--- src/rtl/exec_sequencer.sv ---
// exec_sequencer
//   Multi-cycle instruction sequencer between the instruction decoder and the
//   datapath. Each instruction walks FETCH -> DECODE -> EXEC -> [MEM] -> WB.
//   Outputs depend only on the state register and the latched control fields.
//   Free-run when run=1; otherwise one instruction per rising edge of step.
//
// Ports
//   clock             system clock, rising edge
//   reset             synchronous, active-high
//   run               1 = free-run, 0 = single-step
//   step              raw single-step level, rising edge detected internally
//   imem_ack          instruction word valid this cycle
//   dmem_ack          data memory/stack access complete this cycle
//   dec_pc_increment  1 = PC+1, 0 = PC load (branch)
//   dec_load_src      0 self, 1 alu, 2 mem, 3 stk
//   dec_store_to_mem  store reg[C] to mem[ALU]
//   dec_store_to_stk  store reg[C] to stk[ALU]
//   state             0 IDLE, 1 FETCH, 2 DECODE, 3 EXEC, 4 MEM, 5 WB
//   imem_req          instruction fetch request (FETCH)
//   ir_load           instruction-register load strobe (DECODE)
//   dmem_req          data access request (MEM)
//   dmem_we           data access is a write
//   dmem_stk          data access targets the stack
//   reg_write         register-file write strobe (WB)
//   pc_step           PC increment strobe (WB)
//   pc_jump           PC load strobe (WB)
//   retired           retired-instruction count, wraps at 16 bits
module exec_sequencer (
  input  logic        clock,
  input  logic        reset,
  input  logic        run,
  input  logic        step,
  input  logic        imem_ack,
  input  logic        dmem_ack,
  input  logic        dec_pc_increment,
  input  logic [1:0]  dec_load_src,
  input  logic        dec_store_to_mem,
  input  logic        dec_store_to_stk,
  output logic [2:0]  state,
  output logic        imem_req,
  output logic        ir_load,
  output logic        dmem_req,
  output logic        dmem_we,
  output logic        dmem_stk,
  output logic        reg_write,
  output logic        pc_step,
  output logic        pc_jump,
  output logic [15:0] retired
);

  typedef enum logic [2:0] {
    S_IDLE   = 3'd0,
    S_FETCH  = 3'd1,
    S_DECODE = 3'd2,
    S_EXEC   = 3'd3,
    S_MEM    = 3'd4,
    S_WB     = 3'd5
  } state_t;

  state_t      state_q;
  logic        step_q;
  logic [1:0]  load_src_q;
  logic        store_mem_q;
  logic        store_stk_q;
  logic        pc_inc_q;
  logic [15:0] retired_q;

  logic step_rise;
  logic needs_mem;

  assign step_rise = step & ~step_q;
  // Evaluated on the same decoder values that are latched at the end of EXEC,
  // so the branch to MEM agrees with the latched control fields.
  assign needs_mem = dec_load_src[1] | dec_store_to_mem | dec_store_to_stk;

  always_ff @(posedge clock) begin
    if (reset) begin
      state_q     <= S_IDLE;
      step_q      <= 1'b0;
      load_src_q  <= '0;
      store_mem_q <= 1'b0;
      store_stk_q <= 1'b0;
      pc_inc_q    <= 1'b0;
      retired_q   <= '0;
    end else begin
      step_q <= step;
      case (state_q)
        S_IDLE:   if (run || step_rise) state_q <= S_FETCH;
        S_FETCH:  if (imem_ack) state_q <= S_DECODE;
        S_DECODE: state_q <= S_EXEC;
        S_EXEC: begin
          load_src_q  <= dec_load_src;
          store_mem_q <= dec_store_to_mem;
          store_stk_q <= dec_store_to_stk;
          pc_inc_q    <= dec_pc_increment;
          state_q     <= needs_mem ? S_MEM : S_WB;
        end
        S_MEM:    if (dmem_ack) state_q <= S_WB;
        S_WB: begin
          retired_q <= retired_q + 16'd1;
          state_q   <= run ? S_FETCH : S_IDLE;
        end
        default:  state_q <= S_IDLE;
      endcase
    end
  end

  always_comb begin
    imem_req  = (state_q == S_FETCH);
    ir_load   = (state_q == S_DECODE);
    dmem_req  = (state_q == S_MEM);
    dmem_we   = (state_q == S_MEM) & (store_mem_q | store_stk_q);
    // Stack wins when both store bits are set.
    dmem_stk  = (state_q == S_MEM) & (store_stk_q | (load_src_q == 2'd3));
    reg_write = (state_q == S_WB) & (load_src_q != 2'd0);
    pc_step   = (state_q == S_WB) & pc_inc_q;
    pc_jump   = (state_q == S_WB) & ~pc_inc_q;
  end

  assign state   = state_q;
  assign retired = retired_q;

endmodule

--- config.mk ---
export PLATFORM = sky130hd
export DESIGN_NAME = exec_sequencer
export DESIGN_NICKNAME = d
export VERILOG_FILES = /design/src/rtl/exec_sequencer.sv
export SDC_FILE = /design/constraint.sdc
export NUM_CORES = 1
export LEC_CHECK = 0
export CAP_MARGIN = 20
export CELL_PAD_IN_SITES_DETAIL_PLACEMENT = 1
export CELL_PAD_IN_SITES_GLOBAL_PLACEMENT = 1
export CORE_ASPECT_RATIO = 1.5
export CORE_MARGIN = 3
export CORE_UTILIZATION = 32
export CTS_CLUSTER_SIZE = 28
export DETAILED_ROUTE_END_ITERATION = 10
export GPL_TIMING_DRIVEN = 1
export PLACE_DENSITY_LB_ADDON = 0.1
export SYNTH_ARGS = -nofsm -noshare
export SYNTH_HDL_FRONTEND = slang
export SYNTH_SLANG_ARGS = --single-unit
--- constraint.sdc ---
create_clock -name clock -period 2 [get_ports clock]
set_input_delay 0.2 -clock clock [delete_from_list [all_inputs] [get_ports clock]]
set_output_delay 0.2 -clock clock [all_outputs]
set_load 0.005 [all_outputs]
Yosys cells after proc, flatten, opt, wreduce, memory -nomap -nowiden --
Index checks and enable logic that the tools add are counted.
Operators by class: magnitude comparators 0, multiply operators 0, mux-type cells 6, reduce and logical (&&, ||, !) cells 4, add/subtract/negate cells 1, equal/unequal tests 9, bitwise gates (word level) 12, shift-type cells 0, divide/modulo/power cells 0
Operators with widths (count):
- 3-bit one-hot mux with 6 select lines | 1
- 16-bit by 1-bit adder with 16-bit output (second input constant) | 1
- 3-bit two-way mux | 3
- 1-bit bitwise AND | 6
- 3-bit by 2-bit equality test with 1-bit output (second input constant) | 2
- 3-bit equality test (second input constant) | 2
- 2-bit != test (second input constant) | 3
- 1-bit OR | 4
- 3-bit by 1-bit equality test with 1-bit output (second input constant) | 1
- 3-bit zero test | 1
- 3-bit AND reduction | 1
- 2-bit equality test (second input constant) | 1
- 1-bit two-way mux | 2
- 1-bit NOT | 2
- 2-bit nonzero test | 1
- 1-bit logical OR | 1
Word-level totals: output and inout bits 27, flip-flop bits (word level) 25, RAM bits 0, memories kept 0, bits of input ports 11, bits in read-only memories 0, logic and storage cells 39, latch bits 0

Longest topological paths before layout --
depth in word-level cells 5, depth in mapped cells 5, depth with buffers taken out 5

Worst setup path after synthesis --
OpenSTA, ideal clock, no wires.
kind register to register, start register state_q[0] (netlist: state[0]), end register retired_q[15] (netlist: retired[15]), period minus slack after synthesis 1.688 ns, stages on the path, launching flop included 6, arrival 1.618 ns, slack 0.312 ns, setup time 0.071 ns, buffers on the path 1, data required time 1.929 ns, cells stage by stage dfxtp_1 > buf_2 > nand4b_4 > or4_4 > or3_1 > a21oi_1
Between the ends: word-level cells in the longest chain between the ends 1
Ends and longest elaborated chain:
- from (decl) | RTL line 60 | state_t state_q;
- from (signal assigned) | RTL line 96 | state_q <= needs_mem ? S_MEM : S_WB;
- from (signal assigned) | RTL line 101 | state_q <= run ? S_FETCH : S_IDLE;
- 3-bit equality test | RTL line 87 | case (state_q)
- to (signal assigned) | RTL line 100 | retired_q <= retired_q + 16'd1;
- to (decl) | RTL line 66 | logic [15:0] retired_q;
No other way between the ends. A chain may end at the register's enable or synchronous reset.

Worst setup path after layout --
start register state_q[0] (netlist: state[0]), end output port dmem_stk
Between the ends: word-level cells in the longest chain between the ends 2
Ends and longest elaborated chain:
- 3-bit equality test | RTL line 114 | dmem_stk = (state_q == S_MEM) & (store_stk_q | (load_src_q == 2'd3));
- 1-bit bitwise AND | RTL line 114
- to (decl) | RTL line 44 | output logic dmem_stk,
No other way between the ends.

==> reports/results.txt <==
Counting the fill cells in the layout gives 444. Summed over all cells, the static leakage comes to 0.650 nW. Dividing the detail-routed via count by the number of cells gives 5.12. Clock latency on the worst-skew pair, taken at its later pin, is 0.27 ns. In this run, post-CTS hold repair placed 0 buffers. For the pin with the worst max-slew slack, the measured transition is 0.385 ns. Across all layers, the routed design uses 1132 vias. The via count of the first global-routing pass is 1287. Derived from the worst setup path, the maximum achievable clock frequency is 0.550 GHz.

The startpoint class of the critical path was a flop. The number of clock sinks is 25, and the layout net count is 192. The run gives 3450 sq um as the core region area. TritonCTS built the clock tree. The logs give 0.00234 ns for the final clock skew and 0 for the count of final setup violators. Yosys mapped the design onto 28 distinct sky130hd cell types.

In this run the remaining antenna-violating nets after routing total 0. The first global-routing pass estimated 5450 microns of wire. Row generation in the floorplan step produced 26 rows. For this run, the total global-route usage over all layers was measured as 16.7%. Of the total power, the clock network draws 32.8%.

For the final routed database, the setup TNS stands at 0 ns. Count of state elements after synthesis: 25. The die outline width was 55.1 microns. Worst IR drop on VDD: 0.363 mV.

Per report_power, the sequential group accounts for 55.3% of the total. After synthesis, the mean cell area works out to 8.44 sq um. The number of placed I/O pins is 38, and the largest fanout on the critical path is 6. The die is 79.6 microns tall.

In the final layout, the share of cells above drive strength 1 is 9.50%. The data required time at the worst endpoint is 1.80 ns. After layout, the worst path uses 90.9% of the clock period. The first-iteration detailed-routing DRC count is 7. The tree is rooted in a sky130_fd_sc_hd__clkbuf_8. The total power density per cell area was 563 nW/um^2; the area growth from synthesis to layout was 43.9%. The tools report the wire length after detailed routing as 3080 microns.

At the worst endpoint, the arrival time is 1.62 ns. The weighted congestion reported at the end of routability-driven placement is 0.836. Dividing the detail-routed wire length by the instance count gives 13.9 microns. The tools report the effective utilization at floorplan as 33.5%. Setup repair after global routing left no endpoint under its margin. The initial antenna violation count came out at 0. The run gives 1690 microns as the total met2 wirelength after detailed routing. The minimum clock period was 1.82 ns; the reg-to-reg setup timing slack was 0.28 ns. The worst hold-check path type is flop to flop. The total number of yosys warnings came out at 0.

Summed over all nets, the half-perimeter wirelength after detailed placement is 2440 microns. After clock tree synthesis, the clock-pin slew on the worst setup and hold paths is 0.09 ns. For the count of H-tree levels built during CTS, the log shows 1. The count of buffers added on input and output ports is 37.

The logs give 0 for the number of diodes and 145 microns for the total met3 wirelength after detailed routing. The logs give 629 sq um for the area of the multi-input gates and 0.000221 W for the switching component of the power. The die covers 4380 sq um.

The max-cap check violation count is 0, and the worst hold-check slack is 0.511 ns. Entering global routing, the biggest net connects 14 pins. For the number of buffers inserted by post-CTS setup repair, the log shows 0. In this run switching power makes up 23.6% of total power.

The tools report the type of destination of the critical path as a primary output. Counting along the longest clock path gives a buffer depth of 2. The tools report the net count after synthesis as 149. In the routed design, unresolved DRC markers number 0. The tools report the final count of hold timing violations as 0.

For this run the aggregate overflow at the end of global routing stands at 0. In this run the tightest slew margin relative to its limit is 74.2%. The combinational share of power was 11.9%. The max-slew violation count was 0; the iteration count of the initial detailed-routing pass was 4.

For this run, the register share of the synthesized area comes to 43.3%. Registers take 503 sq um. The cell count after synthesis came out at 137.

Clock tree synthesis inserted a total of 3 buffers. The worst setup path is of the flop to primary output kind. The internal power of the cells totals 0.000716 W. The run gives 1160 sq um as the cell area after synthesis. The run finished with clean final reports.

The run gives 1160 microns as the met1 wire length. The highest metal layer used by the detailed router is met4.
critical path, cell delays in order, from the launching register on:
cell	delay [ns]
sky130_fd_sc_hd__dfxtp_2	0.35
sky130_fd_sc_hd__buf_4	0.16
sky130_fd_sc_hd__nor2_2	0.12
sky130_fd_sc_hd__nand2_2	0.10
sky130_fd_sc_hd__nor2_1	0.11
sky130_fd_sc_hd__clkdlybuf4s50_1	0.50
through the flow:
step | instance area, sq um | util [%] | cells | total power (W) | worst slack [ns]
CTS | 1650 | 47.9 | 221 | 0.000946 | 0.0231
finish | 1660 | 48.3 | 221 | 0.000937 | 0.182
global placement | 1600 | 46.5 | 217 | 0.000635 | 0.287
floorplan | 1160 | - | 137 | 0.000574 | 0.312
global route | 1660 | 48.3 | 221 | 0.000987 | 0.0606
detailed placement | 1600 | 46.5 | 217 | 0.000637 | 0.258
layout by cell type, fill, tap and decap left out, types with 5 or more instances in the layout:
master / instances
sky130_fd_sc_hd__a21oi_1: 13
sky130_fd_sc_hd__buf_4: 6
sky130_fd_sc_hd__clkdlybuf4s50_1: 37
sky130_fd_sc_hd__dfxtp_1: 23
sky130_fd_sc_hd__inv_1: 5
sky130_fd_sc_hd__mux2i_1: 6
sky130_fd_sc_hd__nand2_1: 7
sky130_fd_sc_hd__nand3_1: 7
sky130_fd_sc_hd__nor2_1: 20
sky130_fd_sc_hd__nor2b_1: 5
sky130_fd_sc_hd__o21ai_0: 6
sky130_fd_sc_hd__or3_1: 6
sky130_fd_sc_hd__xnor2_1: 5
sequential cells by signal, summed over array words and instances, names as in the netlist:
signal       flops
step_q           1
retired         16
store_stk_q      1
state            3
load_src_q       2
store_mem_q      1
pc_inc_q         1
layout make-up:
class / count / share of cell area (%)
multi-input cells: 102 / 37.8
flip-flops and latches: 25 / 30.2
repair buffers: 43 / 25.0
well taps: 42 / 3.16
clock buffers: 4 / 2.71
inverters: 5 / 1.13
synth_stat cells:
cell                       number  area, sq um
sky130_fd_sc_hd__a21oi_1       13         65.1
sky130_fd_sc_hd__and3_1         3         18.8
sky130_fd_sc_hd__and4_1         1         8.76
sky130_fd_sc_hd__and4b_1        1         10.0
sky130_fd_sc_hd__buf_2          1         5.00
sky130_fd_sc_hd__clkbuf_1       4         15.0
sky130_fd_sc_hd__dfxtp_1       25          500
sky130_fd_sc_hd__ha_1           1         12.5
sky130_fd_sc_hd__inv_1          5         18.8
sky130_fd_sc_hd__mux2i_1        6         60.1
sky130_fd_sc_hd__nand2_1        8         30.0
sky130_fd_sc_hd__nand2b_1       1         6.26
sky130_fd_sc_hd__nand3_1        7         35.0
sky130_fd_sc_hd__nand3b_1       1         7.51
sky130_fd_sc_hd__nand4_1        2         12.5
sky130_fd_sc_hd__nand4b_4       1         23.8
sky130_fd_sc_hd__nor2_1        21         78.8
sky130_fd_sc_hd__nor2b_1        6         37.5
sky130_fd_sc_hd__nor3_1         3         15.0
sky130_fd_sc_hd__nor4_1         2         12.5
sky130_fd_sc_hd__o21a_1         1         7.51
sky130_fd_sc_hd__o21ai_0        6         30.0
sky130_fd_sc_hd__o31ai_1        1         7.51
sky130_fd_sc_hd__or3_1          6         37.5
sky130_fd_sc_hd__or4_4          1         11.3
sky130_fd_sc_hd__or4b_2         1         10.0
sky130_fd_sc_hd__xnor2_1        5         43.8
sky130_fd_sc_hd__xor2_1         4         35.0
cells by family after synthesis:
group                      synth area share [%]
and+or+nand+nor                            30.7
DFF                                        43.3
AOI/OAI and AO/OA                          9.52
buffers and inverters                      3.35
xor gates and xnor gates                   6.82
muxes                                      5.20
adders and majority gates                  1.08
routing by layer:
metal  track usage [%]  up-vias
met4              8.52        0
li1                  -      556
met2              30.2       30
met1              16.8      538
met5                 0        -
met3              3.55        8
worst paths after layout:
kind / start / endpoint / depth (start not counted)
worst max-delay path: state[0]$_SDFFE_PP0P_ / dmem_stk / 5
worst min-delay path: retired[15]$_SDFFE_PP0N_ / retired[15]$_SDFFE_PP0N_ / 2
worst max register to register: retired[2]$_SDFFE_PP0N_ / retired[13]$_SDFFE_PP0N_ / 4
worst min register to register: retired[15]$_SDFFE_PP0N_ / retired[15]$_SDFFE_PP0N_ / 2
power by group through the flow:
stage	logic [W]	registers, W	clock network (W)
after floorplan	0.0000483	0.000525	0
after global placement	0.000107	0.000528	0
after detailed placement	0.000109	0.000528	0
after CTS	0.000110	0.000517	0.000318
after global routing	0.000124	0.000520	0.000343
final	0.000112	0.000518	0.000307
repair_timing:
item | 4_1_cts | 5_1_grt
endpoints found under the setup margin | 2 | 4
cloned | 0 | 0
resized for setup | 1 | 5
No activity file was read; power rests on OpenSTA's default activity.
